[src/rtl/stack_ctrl.sv]
// rtl/stack_ctrl.sv - 8051 stack sequencer: SP ownership, push/pop/call/ret byte sequencing
module stack_ctrl #(
  parameter logic [7:0] RST_SP      = 8'h07,
  parameter logic [7:0] SFR_SP_ADDR = 8'h81
) (
  input  logic        clock,
  input  logic        reset,
  input  logic        instr_req,
  input  logic [1:0]  instr_op,
  input  logic [7:0]  push_data,
  input  logic [15:0] pc_in,
  input  logic        int_req,
  input  logic [15:0] int_pc,
  input  logic        wr,
  input  logic        wr_bit,
  input  logic [7:0]  wr_addr,
  input  logic [7:0]  wr_data,
  input  logic [7:0]  ram_rdata,
  output logic        instr_ack,
  output logic        int_ack,
  output logic        busy,
  output logic        done,
  output logic [7:0]  ram_addr,
  output logic [7:0]  ram_wdata,
  output logic        ram_we,
  output logic        ram_re,
  output logic [7:0]  sp,
  output logic [7:0]  pop_data,
  output logic [15:0] pc_out
);

  localparam logic [1:0] OP_PUSH = 2'd0;
  localparam logic [1:0] OP_POP  = 2'd1;
  localparam logic [1:0] OP_CALL = 2'd2;
  localparam logic [1:0] OP_RET  = 2'd3;

  typedef enum logic [2:0] {S_IDLE, S_W0, S_W1, S_R0, S_C0, S_C1} state_t;

  state_t      r_state;
  logic [7:0]  r_sp;
  logic [1:0]  r_op;
  logic [7:0]  r_lo_data;
  logic [7:0]  r_hi_data;
  logic        r_pend_valid;
  logic [7:0]  r_pend_data;
  logic [7:0]  r_pop_data;
  logic [15:0] r_pc_out;

  logic       w_idle;
  logic       w_sfr_hit;
  logic       w_accept_int;
  logic       w_accept_instr;
  logic       w_instr_is_read;
  logic [7:0] w_sp_inc;
  logic [7:0] w_sp_dec;

  assign w_idle          = (r_state == S_IDLE);
  assign w_sfr_hit       = wr & ~wr_bit & (wr_addr == SFR_SP_ADDR);
  // Any SP write landing in IDLE (direct or deferred) consumes that cycle.
  assign w_accept_int    = w_idle & ~reset & ~w_sfr_hit & ~r_pend_valid & int_req;
  assign w_accept_instr  = w_idle & ~reset & ~w_sfr_hit & ~r_pend_valid & ~int_req & instr_req;
  assign w_instr_is_read = (instr_op == OP_POP) | (instr_op == OP_RET);
  assign w_sp_inc        = r_sp + 8'd1;
  assign w_sp_dec        = r_sp - 8'd1;

  assign instr_ack = w_accept_instr;
  assign int_ack   = w_accept_int;
  assign busy      = ~w_idle;
  assign sp        = r_sp;
  assign ram_we    = (r_state == S_W0) | (r_state == S_W1);
  assign ram_re    = (r_state == S_R0) | ((r_state == S_C0) & (r_op == OP_RET));
  assign ram_addr  = ram_we ? w_sp_inc : r_sp;
  assign ram_wdata = (r_state == S_W1) ? r_hi_data : r_lo_data;
  assign done      = ((r_state == S_W0) & (r_op == OP_PUSH)) | (r_state == S_W1) |
                     ((r_state == S_C0) & (r_op == OP_POP))  | (r_state == S_C1);
  // Read data is forwarded so the result is visible in the done cycle.
  assign pop_data  = ((r_state == S_C0) & (r_op == OP_POP)) ? ram_rdata : r_pop_data;
  assign pc_out    = (r_state == S_C1) ? {r_pc_out[15:8], ram_rdata} : r_pc_out;

  always_ff @(posedge clock) begin
    if (reset) begin
      r_state      <= S_IDLE;
      r_sp         <= RST_SP;
      r_op         <= OP_PUSH;
      r_lo_data    <= 8'h00;
      r_hi_data    <= 8'h00;
      r_pend_valid <= 1'b0;
      r_pend_data  <= 8'h00;
      r_pop_data   <= 8'h00;
      r_pc_out     <= 16'h0000;
    end else begin
      if (!w_idle && w_sfr_hit) begin
        r_pend_valid <= 1'b1;
        r_pend_data  <= wr_data;
      end
      case (r_state)
        S_IDLE: begin
          if (w_sfr_hit) begin
            r_sp         <= wr_data;
            r_pend_valid <= 1'b0;
          end else if (r_pend_valid) begin
            r_sp         <= r_pend_data;
            r_pend_valid <= 1'b0;
          end else if (w_accept_int) begin
            r_op      <= OP_CALL;
            r_lo_data <= int_pc[7:0];
            r_hi_data <= int_pc[15:8];
            r_state   <= S_W0;
          end else if (w_accept_instr) begin
            r_op      <= instr_op;
            r_lo_data <= (instr_op == OP_PUSH) ? push_data : pc_in[7:0];
            r_hi_data <= pc_in[15:8];
            r_state   <= w_instr_is_read ? S_R0 : S_W0;
          end
        end
        S_W0: begin
          r_sp    <= w_sp_inc;
          r_state <= (r_op == OP_PUSH) ? S_IDLE : S_W1;
        end
        S_W1: begin
          r_sp    <= w_sp_inc;
          r_state <= S_IDLE;
        end
        S_R0: begin
          r_sp    <= w_sp_dec;
          r_state <= S_C0;
        end
        S_C0: begin
          if (r_op == OP_POP) begin
            r_pop_data <= ram_rdata;
            r_state    <= S_IDLE;
          end else begin
            r_pc_out[15:8] <= ram_rdata;
            r_sp           <= w_sp_dec;
            r_state        <= S_C1;
          end
        end
        S_C1: begin
          r_pc_out[7:0] <= ram_rdata;
          r_state       <= S_IDLE;
        end
        default: r_state <= S_IDLE;
      endcase
    end
  end

endmodule

[config.mk]
export PLATFORM = sky130hd
export DESIGN_NAME = stack_ctrl
export DESIGN_NICKNAME = d
export VERILOG_FILES = /design/src/rtl/stack_ctrl.sv
export SDC_FILE = /design/constraint.sdc
export NUM_CORES = 1
export LEC_CHECK = 0
export ABC_AREA = 1
export CAP_MARGIN = 20
export CORE_MARGIN = 2
export CORE_UTILIZATION = 46
export DETAILED_ROUTE_END_ITERATION = 7
export GPL_TIMING_DRIVEN = 0
export PLACE_DENSITY_LB_ADDON = 0.25
export SYNTH_ARGS = -nofsm -noshare
export SYNTH_HDL_FRONTEND = slang
export SYNTH_SLANG_ARGS = --single-unit
[constraint.sdc]
create_clock -name clock -period 2 [get_ports clock]
set_input_delay 0.4 -clock clock [delete_from_list [all_inputs] [get_ports clock]]
set_output_delay 0.4 -clock clock [all_outputs]
set_load 0.03 [all_outputs]
==> results.yml <==
logic_synthesis:
  yosysWarningCount: 0
  synth.avg_cell_area_um2: 6.38
  synth_top_area_share_pct: 33.8
  synth_nets: 650
  ys_types: 28
  synth_seq_cells: 62
  synth-edff-count: 0
  synth_area_leader_cell: "dfxtp_1"
  seq_area_frac_synth_pct: 33.8
  synthArstFlopShare_pct: 0
  synth_top_cells_by_count: "inv_1 (92), nand2_1 (91), nor2_1 (67)"
  ys.flop_type: "dfxtp_1"
  synth_cells: 575
  syn-cell-area_um2: 3670
  yosysMostFrequentCell: "inv_1"
  synth_area_leaders: "dfxtp_1 (34%), inv_1 (9.4%), nand2_1 (9.3%)"
clock_tree:
  clk_pin_slew_ps: 70
  root_buffer: "clkbuf_8"
  cts.sinks: 62
  htree_levels: 3
  cts_hold_buffers: 0
  tritoncts: "yes"
  cts_made_buffers: 9
  clock_latency_ps: 330
  clock_path_buffers: 2
setup_path:
  cp.arrival_ps: 1700
  slowest_delay_ps: 360
  crit_chain: "buf_6 -> nor2_4 -> nand2_4 -> nor2_4 -> buf_4 -> nand4_4 -> buf_8 -> inv_2 -> buf_6"
  crit_type: "flip-flop to output port"
  r2r_start: "r_state[0]"
  start_kind: "flip-flop"
  crit_path_end_kind: "output port"
  crit_slowest_cell: "dfxtp_4"
  crit_path_start: "r_state[0]"
  crit_family: "buffers and inverters"
  worst-path-buf-inv: 5
  crit_fanout: 4
  worstPathRequired_ps: 1600
sta:
  fmax_ghz: 0.476
  slew_viol_final: 0
  fin_crit_ps: 2100
  holdWs_ps: 427
  report.final.setup_viol: 19
  rsz0062_at_grt: "yes"
  finClkSkew_ps: 9.81
  hold_viol_final: 0
  setup_ws_ps: -102
  fin_crit_sh_pct: 105
  worst_pin_slew_ps: 529
  relSlewSlack_pct: 64.7
route:
  drt_iter0_drc: 175
  drt_first_pass_iters: 4
  wl_per_cell_um: 14.3
  drc: 0
  drt.antenna.violating_nets: 0
  routed_via_density: 5.18
  vias: 4405
  routed_wirelength_mm: 12.1
grt:
  grt_start_max_net_pins: 19
  antenna_found_initial: 0
  grt-ovfl-total: 0
  grt_pass1_vias: 4356
  grt_pass1_wl_mm: 19.0
  track_usage_pct: 27.0
floorplanning:
  chipHeight_um: 93.3
  die_x_um: 93.3
  die-area_um2: 8710
  core_area_um2: 7730
  rows: 32
  io_pins: 126
  start_util_pct: 47.5
final_layout:
  area_growth_pct: 58.4
  antenna_cells: 0
  drive_gt1_share_pct: 25.7
  n_fill_cell: 571
  fin_util_pct: 75.2
  nets: 818
placement:
  post-dp-hpwl_mm: 8.22
  port-buffer-count: 123
  place_ws_ps: -798
  gp_congestion: 0.917
flow_run:
  drv_cap: 0
power_and_ir_drop:
  peakVddDrop_v: 0.000518
  power.density_nw_per_um2: 1130
  p_leak_nw: 2.77
worst_hold_path:
  hold_start: "reset"
  hold_class: "input port to flip-flop"
status:
  violations: "negative setup slack"
  status: "finished, violations left"
==> report_power, final <==
| part | internal [W] | total [W] | switching [W] | leakage (nW) |
|---|---|---|---|---|
| sequential | 0.00144 | 0.00163 | 0.000190 | 0.507 |
| combinational | 0.00166 | 0.00398 | 0.00232 | 2.18 |
| clock | 0.000483 | 0.000968 | 0.000485 | 0.0893 |
==> final cells by class <==
class | instances | area [um2] | area share, %
inverters | 101 | 403 | 6.93
plain buffers | 33 | 234 | 4.02
clock inverters | 5 | 35.0 | 0.603
flip-flops and latches | 62 | 1270 | 21.8
repair buffers | 159 | 1470 | 25.2
multi-input cells | 377 | 2140 | 36.8
clock buffers | 11 | 141 | 2.43
well taps | 102 | 128 | 2.20
==> flip-flops by register name, indices dropped and copies added (netlist names) <==
signal,flops
r_lo_data,8
r_pop_data,8
r_op,2
r_pend_data,8
sp,8
r_hi_data,8
r_pend_valid,1
r_state,3
r_pc_out,16
==> routing by layer <==
metal | vias to the layer above | GRT usage (%) | wire length, um
met1 | 2037 | 29.8 | 4890
met5 | - | 0 | 0
met4 | 0 | 10.7 | 240
met2 | 158 | 50.1 | 6450
li1 | 2187 | - | -
met3 | 23 | 5.40 | 564
==> worst register-to-register path: stages, from the launching register on <==
cell and delay, ps:
dfxtp_4 360, buf_6 120, nor2_4 160, nand2_4 100, nor2_4 120, nand4_1 160
buf_6 170, buf_4 130, buf_4 160, buf_4 180, nand3_1 90, a21oi_1 60
==> path summary, 6_finish.rpt <==
kind                    end  slack, ps  cells after the start
max                 int_ack       -100                      9
min          r_pend_data[1]        430                      2
max reg2reg    r_hi_data[7]         70                     11
min reg2reg  r_pend_data[4]        470                      2
==> per-stage QoR <==
stage          total power (W)  TNS [ps]  instance area [um2]  std cells
2_1_floorplan          0.00346      -451                 3670        575
3_3_place_gp           0.00448    -14810                 5030        800
3_5_place_dp           0.00455    -16490                 5030        800
4_1_cts                0.00590     -1180                 5490        832
5_1_grt                0.00693     -3070                 5810        850
6_report               0.00658      -925                 5810        850
==> timing repair <==
action	4_1_cts	5_1_grt
setup endpoints to repair	38	47
cloned	1	0
pin swaps	15	15
gates resized for setup	275	104
setup buffers	17	18
==> cells in the final DEF (no fill, tap or decap), drive strengths merged <==
| cell type | count |
|---|---|
| inv | 97 |
| nand2 | 96 |
| buf | 90 |
| clkdlybuf4s50 | 77 |
| nor2 | 74 |
| o21ai | 63 |
| nand3 | 62 |
| dfxtp | 62 |
| a21oi | 33 |
| clkbuf | 25 |
| nand4 | 22 |
| dlygate4sd2 | 9 |
| mux2i | 8 |
| nor3 | 8 |
| clkinv | 6 |
| a211oi | 5 |
| clkinvlp | 3 |
| ha | 3 |
| clkdlybuf4s18 | 2 |
| o21bai | 1 |
| or2 | 1 |
| a31oi | 1 |
==> logic make-up after synthesis <==
group                    after synthesis  synth area share [%]
AO/OA/AOI/OAI                        103                  14.8
adder cells (fa/ha/maj)                3                  1.02
AND/OR/NAND/NOR                      263                  32.5
buffers and inverters                136                  15.7
flip-flops                            62                  33.8
multiplexers                           8                  2.18
(Power assumes the default switching activity.)
